$ cat config.mk
export PLATFORM = sky130hd
export DESIGN_NAME = timer_irq_ctrl_flat
export DESIGN_NICKNAME = d
export VERILOG_FILES = /design/src/rtl/timer_pkg.sv /design/src/rtl/timer_irq_ctrl_if.sv /design/src/rtl/irq_prio_arb.sv /design/src/rtl/timer_irq_ctrl.sv /design/src/flat_wrapper.sv
export SDC_FILE = /design/constraint.sdc
export NUM_CORES = 1
export LEC_CHECK = 0
export CAP_MARGIN = 0
export CORE_ASPECT_RATIO = 1.75
export CORE_MARGIN = 1.5
export CORE_UTILIZATION = 55
export DETAILED_ROUTE_END_ITERATION = 10
export DONT_BUFFER_PORTS = 1
export GPL_TIMING_DRIVEN = 0
export HOLD_SLACK_MARGIN = 0.08
export PLACE_DENSITY = 0.7
export SLEW_MARGIN = 20
export SYNTH_ARGS = -nofsm -noshare
export SYNTH_HDL_FRONTEND = slang
export SYNTH_HIERARCHICAL = 1
export SYNTH_SLANG_ARGS = --single-unit
$ cat constraint.sdc
create_clock -name clk -period 5.7 [get_ports clk]
set_clock_uncertainty 0.05 [all_clocks]
set_input_delay 1.14 -clock clk [delete_from_list [all_inputs] [get_ports clk]]
set_output_delay 1.14 -clock clk [all_outputs]
set_load 0.01 [all_outputs]
$ cat src/rtl/timer_pkg.sv
// rtl/timer_pkg.sv - shared types and constants for the timer interrupt controller
//
// Purpose : FSM state encoding, timer source index map and default sizing,
//           imported by every file of the timer_irq_ctrl slice.
// Ports   : none (package).

package timer_pkg;

  localparam int NUM_SRC_DEF   = 12;
  localparam int VEC_WIDTH_DEF = 4;

  // Source index map: compare-match A, compare-match B, overflow, four channels each.
  localparam int CMIA0 = 0;
  localparam int CMIA1 = 1;
  localparam int CMIA2 = 2;
  localparam int CMIA3 = 3;
  localparam int CMIB0 = 4;
  localparam int CMIB1 = 5;
  localparam int CMIB2 = 6;
  localparam int CMIB3 = 7;
  localparam int OVI0  = 8;
  localparam int OVI1  = 9;
  localparam int OVI2  = 10;
  localparam int OVI3  = 11;

  typedef enum logic [1:0] {
    IDLE = 2'd0,
    ARB  = 2'd1,
    REQ  = 2'd2
  } state_t;

endpackage

$ cat src/rtl/timer_irq_ctrl_if.sv
// rtl/timer_irq_ctrl_if.sv - CPU-side interrupt request/acknowledge bundle
//
// Purpose : groups the request, granted vector and acknowledge between the
//           interrupt controller (master) and the CPU (slave).
// Signals : irq     - interrupt request, held until acknowledged
//           irq_vec - index of the granted source, valid while irq=1
//           irq_ack - single-cycle acknowledge pulse from the CPU

interface timer_irq_ctrl_if #(
  parameter int VEC_WIDTH = 4
);

  logic                 irq;
  logic [VEC_WIDTH-1:0] irq_vec;
  logic                 irq_ack;

  modport master (
    output irq,
    output irq_vec,
    input  irq_ack
  );

  modport slave (
    input  irq,
    input  irq_vec,
    output irq_ack
  );

endinterface

$ cat src/rtl/irq_prio_arb.sv
// rtl/irq_prio_arb.sv - combinational priority encoder with rotating start point
//
// Purpose : returns the first requesting index at or above start_i, wrapping
//           to the lowest requesting index when nothing at/above start_i asks.
//           With start_i=0 this is plain lowest-index-wins priority.
// Ports   : req_i   - request vector
//           start_i - index where the search begins
//           found_o - at least one request present
//           idx_o   - winning index (0 when found_o=0)

module irq_prio_arb #(
  parameter int NUM_SRC   = 12,
  parameter int VEC_WIDTH = 4
) (
  input  logic [NUM_SRC-1:0]   req_i,
  input  logic [VEC_WIDTH-1:0] start_i,
  output logic                 found_o,
  output logic [VEC_WIDTH-1:0] idx_o
);

  logic                 hi_found;
  logic [VEC_WIDTH-1:0] hi_idx;
  logic [VEC_WIDTH-1:0] lo_idx;

  // Descending scan: the last hit written is the lowest index. lo_idx tracks
  // the overall lowest request (the wrap-around winner), hi_idx the lowest one
  // at or above the start point.
  always_comb begin
    hi_found = 1'b0;
    hi_idx   = '0;
    lo_idx   = '0;
    for (int i = NUM_SRC - 1; i >= 0; i--) begin
      if (req_i[i]) begin
        lo_idx = VEC_WIDTH'(i);
        if (i >= int'(start_i)) begin
          hi_found = 1'b1;
          hi_idx   = VEC_WIDTH'(i);
        end
      end
    end
  end

  assign found_o = |req_i;
  assign idx_o   = hi_found ? hi_idx : lo_idx;

endmodule

$ cat src/rtl/timer_irq_ctrl.sv
// rtl/timer_irq_ctrl.sv - timer interrupt controller: edge latch, arbitration, CPU handshake
//
// Purpose : latches rising edges of the timer interrupt sources into pending
//           flags, arbitrates among enabled pending sources and presents one
//           grant at a time to the CPU until it is acknowledged.
// Config  : TIMER_IRQ_RR_EN defined   -> round-robin arbitration, search starts
//                                        after the last acknowledged source
//           TIMER_IRQ_RR_EN undefined -> fixed priority, lowest index wins
// Ports   : clk        - clock, all state on rising edge
//           rst        - asynchronous active-high reset
//           irq_src_i  - level interrupt sources
//           irq_mask_i - per-source enable (1 = enabled)
//           pending_o  - latched pending flags, irrespective of mask
//           overrun_o  - one-cycle pulse: edge on an already-pending source
//           cpu        - irq / irq_vec / irq_ack handshake (master side)

module timer_irq_ctrl
  import timer_pkg::*;
#(
  parameter int NUM_SRC   = NUM_SRC_DEF,
  parameter int VEC_WIDTH = VEC_WIDTH_DEF
) (
  input  logic                clk,
  input  logic                rst,
  input  logic [NUM_SRC-1:0]  irq_src_i,
  input  logic [NUM_SRC-1:0]  irq_mask_i,
  output logic [NUM_SRC-1:0]  pending_o,
  output logic                overrun_o,
  timer_irq_ctrl_if.master    cpu
);

  state_t               state_q;
  logic [NUM_SRC-1:0]   src_q;
  logic [NUM_SRC-1:0]   pending_q;
  logic [NUM_SRC-1:0]   pending_d;
  logic                 overrun_q;
  logic                 overrun_d;
  logic                 irq_q;
  logic [VEC_WIDTH-1:0] vec_q;

  logic [NUM_SRC-1:0]   rise;
  logic [NUM_SRC-1:0]   ack_clr;
  logic                 ack_fire;
  logic [NUM_SRC-1:0]   arb_req;
  logic                 arb_found;
  logic [VEC_WIDTH-1:0] arb_idx;
  logic [VEC_WIDTH-1:0] arb_start;

  assign rise     = irq_src_i & ~src_q;
  assign ack_fire = (state_q == REQ) && cpu.irq_ack;
  assign arb_req  = pending_q & irq_mask_i;

  // Only an acknowledge of a live grant clears anything; a stray ack is a no-op.
  always_comb begin
    ack_clr = '0;
    if (ack_fire) begin
      ack_clr[vec_q] = 1'b1;
    end
  end

  // OR-ing the new edges in after the clear makes a same-cycle re-edge win.
  // Such a re-edge is not an overrun because the earlier event was just served.
  assign pending_d = (pending_q & ~ack_clr) | rise;
  assign overrun_d = |(rise & pending_q & ~ack_clr);

  always_ff @(posedge clk or posedge rst) begin
    if (rst) begin
      src_q     <= '0;
      pending_q <= '0;
      overrun_q <= 1'b0;
    end else begin
      src_q     <= irq_src_i;
      pending_q <= pending_d;
      overrun_q <= overrun_d;
    end
  end

`ifdef TIMER_IRQ_RR_EN
  logic [VEC_WIDTH-1:0] ptr_q;
  assign arb_start = ptr_q;
`else
  assign arb_start = '0;
`endif

  irq_prio_arb #(
    .NUM_SRC   (NUM_SRC),
    .VEC_WIDTH (VEC_WIDTH)
  ) u_arb (
    .req_i   (arb_req),
    .start_i (arb_start),
    .found_o (arb_found),
    .idx_o   (arb_idx)
  );

  // Grant FSM. irq and irq_vec are registered here so they only change on
  // state transitions; the mask is not consulted in REQ, so a granted request
  // survives the mask being dropped.
  always_ff @(posedge clk or posedge rst) begin
    if (rst) begin
      state_q <= IDLE;
      irq_q   <= 1'b0;
      vec_q   <= '0;
`ifdef TIMER_IRQ_RR_EN
      ptr_q   <= '0;
`endif
    end else begin
      unique case (state_q)
        IDLE: begin
          if (|arb_req) begin
            state_q <= ARB;
          end
        end
        ARB: begin
          // Mask may have dropped the last candidate since IDLE looked.
          if (arb_found) begin
            vec_q   <= arb_idx;
            irq_q   <= 1'b1;
            state_q <= REQ;
          end else begin
            state_q <= IDLE;
          end
        end
        REQ: begin
          if (cpu.irq_ack) begin
            irq_q   <= 1'b0;
            state_q <= IDLE;
`ifdef TIMER_IRQ_RR_EN
            ptr_q   <= (int'(vec_q) == NUM_SRC - 1) ? '0 : vec_q + 1'b1;
`endif
          end
        end
        default: begin
          irq_q   <= 1'b0;
          state_q <= IDLE;
        end
      endcase
    end
  end

  assign cpu.irq     = irq_q;
  assign cpu.irq_vec = vec_q;
  assign pending_o   = pending_q;
  assign overrun_o   = overrun_q;

endmodule

$ cat src/flat_wrapper.sv
// flat-port wrapper written by rule: the top's interface ports become plain ports
module timer_irq_ctrl_flat import timer_pkg::*;
#(
  parameter int NUM_SRC   = NUM_SRC_DEF,
  parameter int VEC_WIDTH = VEC_WIDTH_DEF
)
  (clk, rst, irq_src_i, irq_mask_i, pending_o, overrun_o, cpu_irq, cpu_irq_vec, cpu_irq_ack);
  timer_irq_ctrl_if #(.VEC_WIDTH(VEC_WIDTH)) cpu_i ();
  input  logic clk;
  input  logic rst;
  input  logic [NUM_SRC-1:0] irq_src_i;
  input  logic [NUM_SRC-1:0] irq_mask_i;
  output logic [NUM_SRC-1:0] pending_o;
  output logic overrun_o;
  output wire logic [$bits(cpu_i.irq)-1:0] cpu_irq;
  output wire logic [$bits(cpu_i.irq_vec)-1:0] cpu_irq_vec;
  input wire logic [$bits(cpu_i.irq_ack)-1:0] cpu_irq_ack;
  assign cpu_irq = cpu_i.irq;
  assign cpu_irq_vec = cpu_i.irq_vec;
  assign cpu_i.irq_ack = cpu_irq_ack;
  timer_irq_ctrl #(.NUM_SRC(NUM_SRC), .VEC_WIDTH(VEC_WIDTH)) u_core (.clk(clk), .rst(rst), .irq_src_i(irq_src_i), .irq_mask_i(irq_mask_i), .pending_o(pending_o), .overrun_o(overrun_o), .cpu(cpu_i));
endmodule
# After elaboration in Yosys (flattened, before gate mapping)
# Index checks and enable logic that the tools add are counted.
# totals
register_bits	32
input_bits	27
word_cells	52
# classes
order_cmp	2
eq_ne	5
mux	22
bitwise	9
n_reduce_logical	8
# op_table
operator	count
AND 12 bit	5
2-to-1 mux 4 bit	12
NOT 12 bit	2
OR reduction 12 bit	2
2-to-1 mux 12 bit	1
OR 12 bit	1
2-to-1 mux 2 bit	3
one-hot mux 2 bit (3 select lines)	1
less-than comparator 4 x 5 -> 1 bit, second input constant	1
demux 1 bit (select 4 bit)	1
>= comparator 4 x 1 -> 1 bit, second input constant	1
inequality test 2 x 1 -> 1 bit, second input constant	2
AND reduction 2 bit	2
2-to-1 mux 1 bit	3
one-hot mux 1 bit (3 select lines)	1
AND reduction 3 bit	1
== test 2 x 1 -> 1 bit, second input constant	1
== test 2 bit, second input constant	1
logical AND 1 bit	2
zero test 2 bit	1
inequality test 2 bit, second input constant	1
NOT 1 bit	1

# Depth between registers and ports, before layout
# Gate-level depths: netlist (run 1).
# logic_depth
word_depth	13
mapped_depth	8

# By module
# The synthesis (run 1) kept the hierarchy.
# modules_own_cells
module	instances	cells_each	area_per_inst_um2
timer_irq_ctrl	1	136	1446.4
irq_prio_arb	1	81	521.8

# Least setup slack after synthesis (run 1)
# Ideal clock, no wire load.
# synth_path
kind	in2reg
from	input port irq_mask_i[1]
to	register u_core.vec_q[0] (netlist: u_core/cpu.irq_vec[0])
setup_ns	0.125
arrival_ns	2.452
t_required_ns	5.525
setup_slack_ns	3.073
path_stages	5
n_path_buf	0
cell_sequence	and2_1 -> nor4_1 -> nand4_1 -> nand3b_1 -> mux2_2
# synth_via
elab_chain_cells	3
word_cells_on_any_way	5
classes_between	mux (2); bitwise (1); reduce/logical (2)
# synth_rtl
item	line	text
start, declared	flat_wrapper.sv:12	input logic [NUM_SRC-1:0] irq_mask_i;
AND 12 bit	timer_irq_ctrl.sv:51	assign arb_req = pending_q & irq_mask_i;
OR reduction 12 bit	irq_prio_arb.sv:43	assign found_o = |req_i;
net u_core.arb_found	timer_irq_ctrl.sv:45	logic arb_found;
AND reduction 2 bit (no line)	n/a	
end signal, assigned	timer_irq_ctrl.sv:116	vec_q <= arb_idx;
end, declared	timer_irq_ctrl.sv:39	logic [VEC_WIDTH-1:0] vec_q;
# The timed path passes the listed nets, and every way through them passes these cells.
# A chain may end at the register's enable or synchronous reset.

# Final worst setup path (run 1)
# layout_path
from	input port irq_mask_i[1]
to	register u_core.vec_q[1] (netlist: u_core/cpu.irq_vec[1])
# Same word-level chain as after synthesis.

==> impl_metrics.csv, run 1 <==
group,metric,value,unit
status,status,"completed",
sta,drv_slew,0,
synthesis,syn-cell-area,1970,sq um
critical_path,crit_path_start_kind,"input pin",
power,p_per_area,337,nW/um^2
synthesis,synth-seq-area-share,40.7,%
power,sw_frac_of_total,37.1,%
synthesis,netlist_instances,217,
placed_design,dp_hpwl,4.01,mm
power,power_frac_comb,31.6,%
routing,ant_nets,0,
power,seqPwrFrac,44.7,%
min_path,hp-start,"u_core/src_q[0]$_DFF_PP0_",
floorplanning,core_area,3400,sq um
critical_path,crit_type,"input pin to flop",
synthesis,async_flop_share,100,%
floorplanning,die_h,82.1,um
final_layout,antenna_cells,0,
placed_design,place.gp.congestion,0.881,
power,p_switching,0.273,mW
final_layout,finish.utilization,64.0,%
sta,fin_ws,3.04,ns
power,p_int,0.461,mW
placed_design,dp_cells,278,
routing,drtPass1Iterations,6,
sta,worst_slew_pin_slew,0.643,ns
grt,grt_overflow,0,
grt,antenna_found_initial,0,
synthesis,yosys.cell_types.count,56,
synthesis,synthFlopType,"dfrtp_1",
placed_design,io_buffers,0,
routing,vias,1701,
run,maxCapViolations,0,
floorplanning,ioPinCount,45,
synthesis,synth_edf_count,0,
cts,cts.sinks,32,
synthesis,yosysWarningCount,6,
routing,vias_per_cell,5.95,
sta,slew_headroom,57.0,%
critical_path,cp_max_fo,8,
final_layout,fin_nets,267,
grt,grt_max_degree,33,
power,clkPwrFrac,23.7,%
critical_path,crit_start,"irq_mask_i[1]",
synthesis,avgSynthCellArea,9.07,sq um
floorplanning,die_area,3960,sq um
grt,track_usage,29.3,%
sta,period_needed,2.66,ns
routing,drt-wirelength-per-cell,17.9,um
sta,fin_crit_sh,46.6,%
final_layout,area_growth,10.5,%
placed_design,dpl_worst_slack,2.74,ns
routing,drt-total-wl,5.11,mm
final_layout,drive_gt1_share,12.9,%
cts,cts.hold.buffers_added,0,
cts,cts-root-buf,"clkbuf_8",
placed_design,placed_area,2080,sq um
cts,clockBufferDepth,2,
cts,clkLatencyLatePin,0.28,ns
min_path,hp-class,"flop to flop",
critical_path,crit_path_end_kind,"flop",
power,irDropWorstVdd,0.280,mV
sta,hold_violations,0,
final_layout,fin_cells,286,
critical_path,r2r_start,"u_core/pending_o[1]$_DFF_PP0_",
cts,numCtsBuffers,5,
floorplanning,initial_core_util,57.9,%
floorplanning,num_rows,28,
grt,grt_pass1_vias,1844,
floorplanning,fp.dieW,48.2,um
final_layout,fin_area,2170,sq um
critical_path,cp.arrival,2.77,ns
sta,setup_tns,0,ns
cts,h-tree-depth,2,
routing,drc_errors,0,
sta,finalSetupViolCount,0,
routing,first_iter_violations,56,
cts,cts_tree,"yes",
cts,clk_pin_slew_worst_paths,0.06,ns
sta,rsz0062_at_grt,"no",
critical_path,worstPathRequired,5.81,ns
cts,postCtsSetupRepairBufs,0,
synthesis,ys_seq_elements,32,
sta,fmax,376,MHz
power,power.leakage,0.901,nW
grt,grt_pass1_wl,8.03,mm
cts,cts_resized,0,
-- flip-flops by register name (all words and copies together), names as in the netlist --
| name | flops |
|---|---|
| u_core/cpu.irq | 1 |
| u_core/cpu.irq_vec | 4 |
| u_core/overrun_o | 1 |
| u_core/pending_o | 12 |
| u_core/src_q | 12 |
| u_core/state_q | 2 |
-- worst paths after layout --
kind                                                           to  slack, ns  cells past startpoint
worst max-delay path            u_core/cpu.irq_vec[1]$_DFFE_PP0P_       3.04                      5
max in group asynchronous              u_core/src_q[11]$_DFF_PP0_       4.40                      1
worst min register to register      u_core/pending_o[0]$_DFF_PP0_       0.41                      1
min in group asynchronous               u_core/src_q[0]$_DFF_PP0_       0.78                      1
worst max register to register  u_core/cpu.irq_vec[1]$_DFFE_PP0P_       3.44                      5
worst min-delay path                u_core/pending_o[0]$_DFF_PP0_       0.41                      1
-- per-layer routing --
metal  vias to the layer above  track usage (%)  share of wire [%]
li1                        814                -                  -
met1                       825             27.9                 35
met2                        43             52.6                 57
met3                        19             6.52                3.1
met4                         0             17.0                4.9
met5                         -                0                  0
-- power groups by stage --
stage | sequential, mW | combinational (mW) | clock, mW
floorplan | 0.317 | 0.181 | 0
global placement | 0.329 | 0.219 | 0
detailed placement | 0.333 | 0.226 | 0
CTS | 0.329 | 0.227 | 0.177
global route | 0.333 | 0.257 | 0.185
finish | 0.328 | 0.232 | 0.174
-- layout make-up --
type	count	area [sq um]
Multi-Input combinational cell	177	1110
Tap cell	45	56.3
Inverter	17	63.8
Sequential cell	32	801
Clock buffer	8	90.1
Buffer	7	48.8
Fill cell	301	1220
-- cells by family (layout without fill, tap and decap cells) --
logic type | count (synthesis) | in the layout | synth area share (%)
AOI/OAI and AO/OA | 66 | 66 | 23.2
buffers and inverters | 24 | 32 | 5.72
DFF | 32 | 32 | 40.7
muxes | 5 | 5 | 2.80
other | 1 | 17 | 0.191
and+or+nand+nor | 89 | 89 | 27.4
-- critical path, cell delays in order --
cell and delay (ns):
and2_1 0.24, nor4_1 0.49, nand4_1 0.22, nand3b_1 0.30, mux2_2 0.38
-- placed cells by master (no fill, tap or decap), drive strengths merged, types with 4 or more instances in the layout --
master and instances:
a21boi 7, a21oi 8, and2 13, buf 4, clkbuf 11, conb 17
dfrtp 32, inv 17, mux2 4, nand2 18, nand2b 6, nand3 4
nand3b 5, nand4b 4, nor2 16, nor4 5, o21ai 22, o22ai 6
o31ai 5
-- per-stage QoR --
stage                     power, mW  hold slack [ns]
final                         0.734            0.410
after global placement        0.549            0.377
after global routing          0.775            0.446
after CTS                     0.732            0.409
after detailed placement      0.559            0.397
after floorplan               0.498            0.364
-- synthesized netlist by cell type (all sizes together), types with 4 or more instances --
library cell  number  area share, %
buf                4            1.9
dfrtp             32             41
and2              13            4.1
a21oi              8            2.2
nand3              4            1.0
nand3b             5            1.9
nand4b             4            2.5
o31ai              5            1.9
nor4               5            2.4
nand2b             6            1.9
a21boi             7            2.7
nor2              16            3.2
o22ai              6            2.2
nand2             18            3.4
o21ai             22            5.8
mux2               4            2.3
inv               17            3.2
Power figures use the tool's default switching activity.
==> run 2, diff against run 1 <==
- clock period: 5.7 -> 2.8 ns (I/O delays scaled with it)
==> results of run 2 <==
The final DEF is identical to that of run 1. Status: completed.
Main changes from that run: setup slack after placement 2.74 ns -> 0.423 ns; setup slack after layout 3.04 ns -> 0.543 ns; hold slack 0.410 ns -> 0.197 ns; start point of the critical path irq_mask_i[1] -> u_core/pending_o[1]$_DFF_PP0_; register-to-register setup slack 3.44 ns -> 0.54 ns; total power 0.734 mW -> 1.49 mW; worst IR drop on VDD 0.280 mV -> 0.570 mV
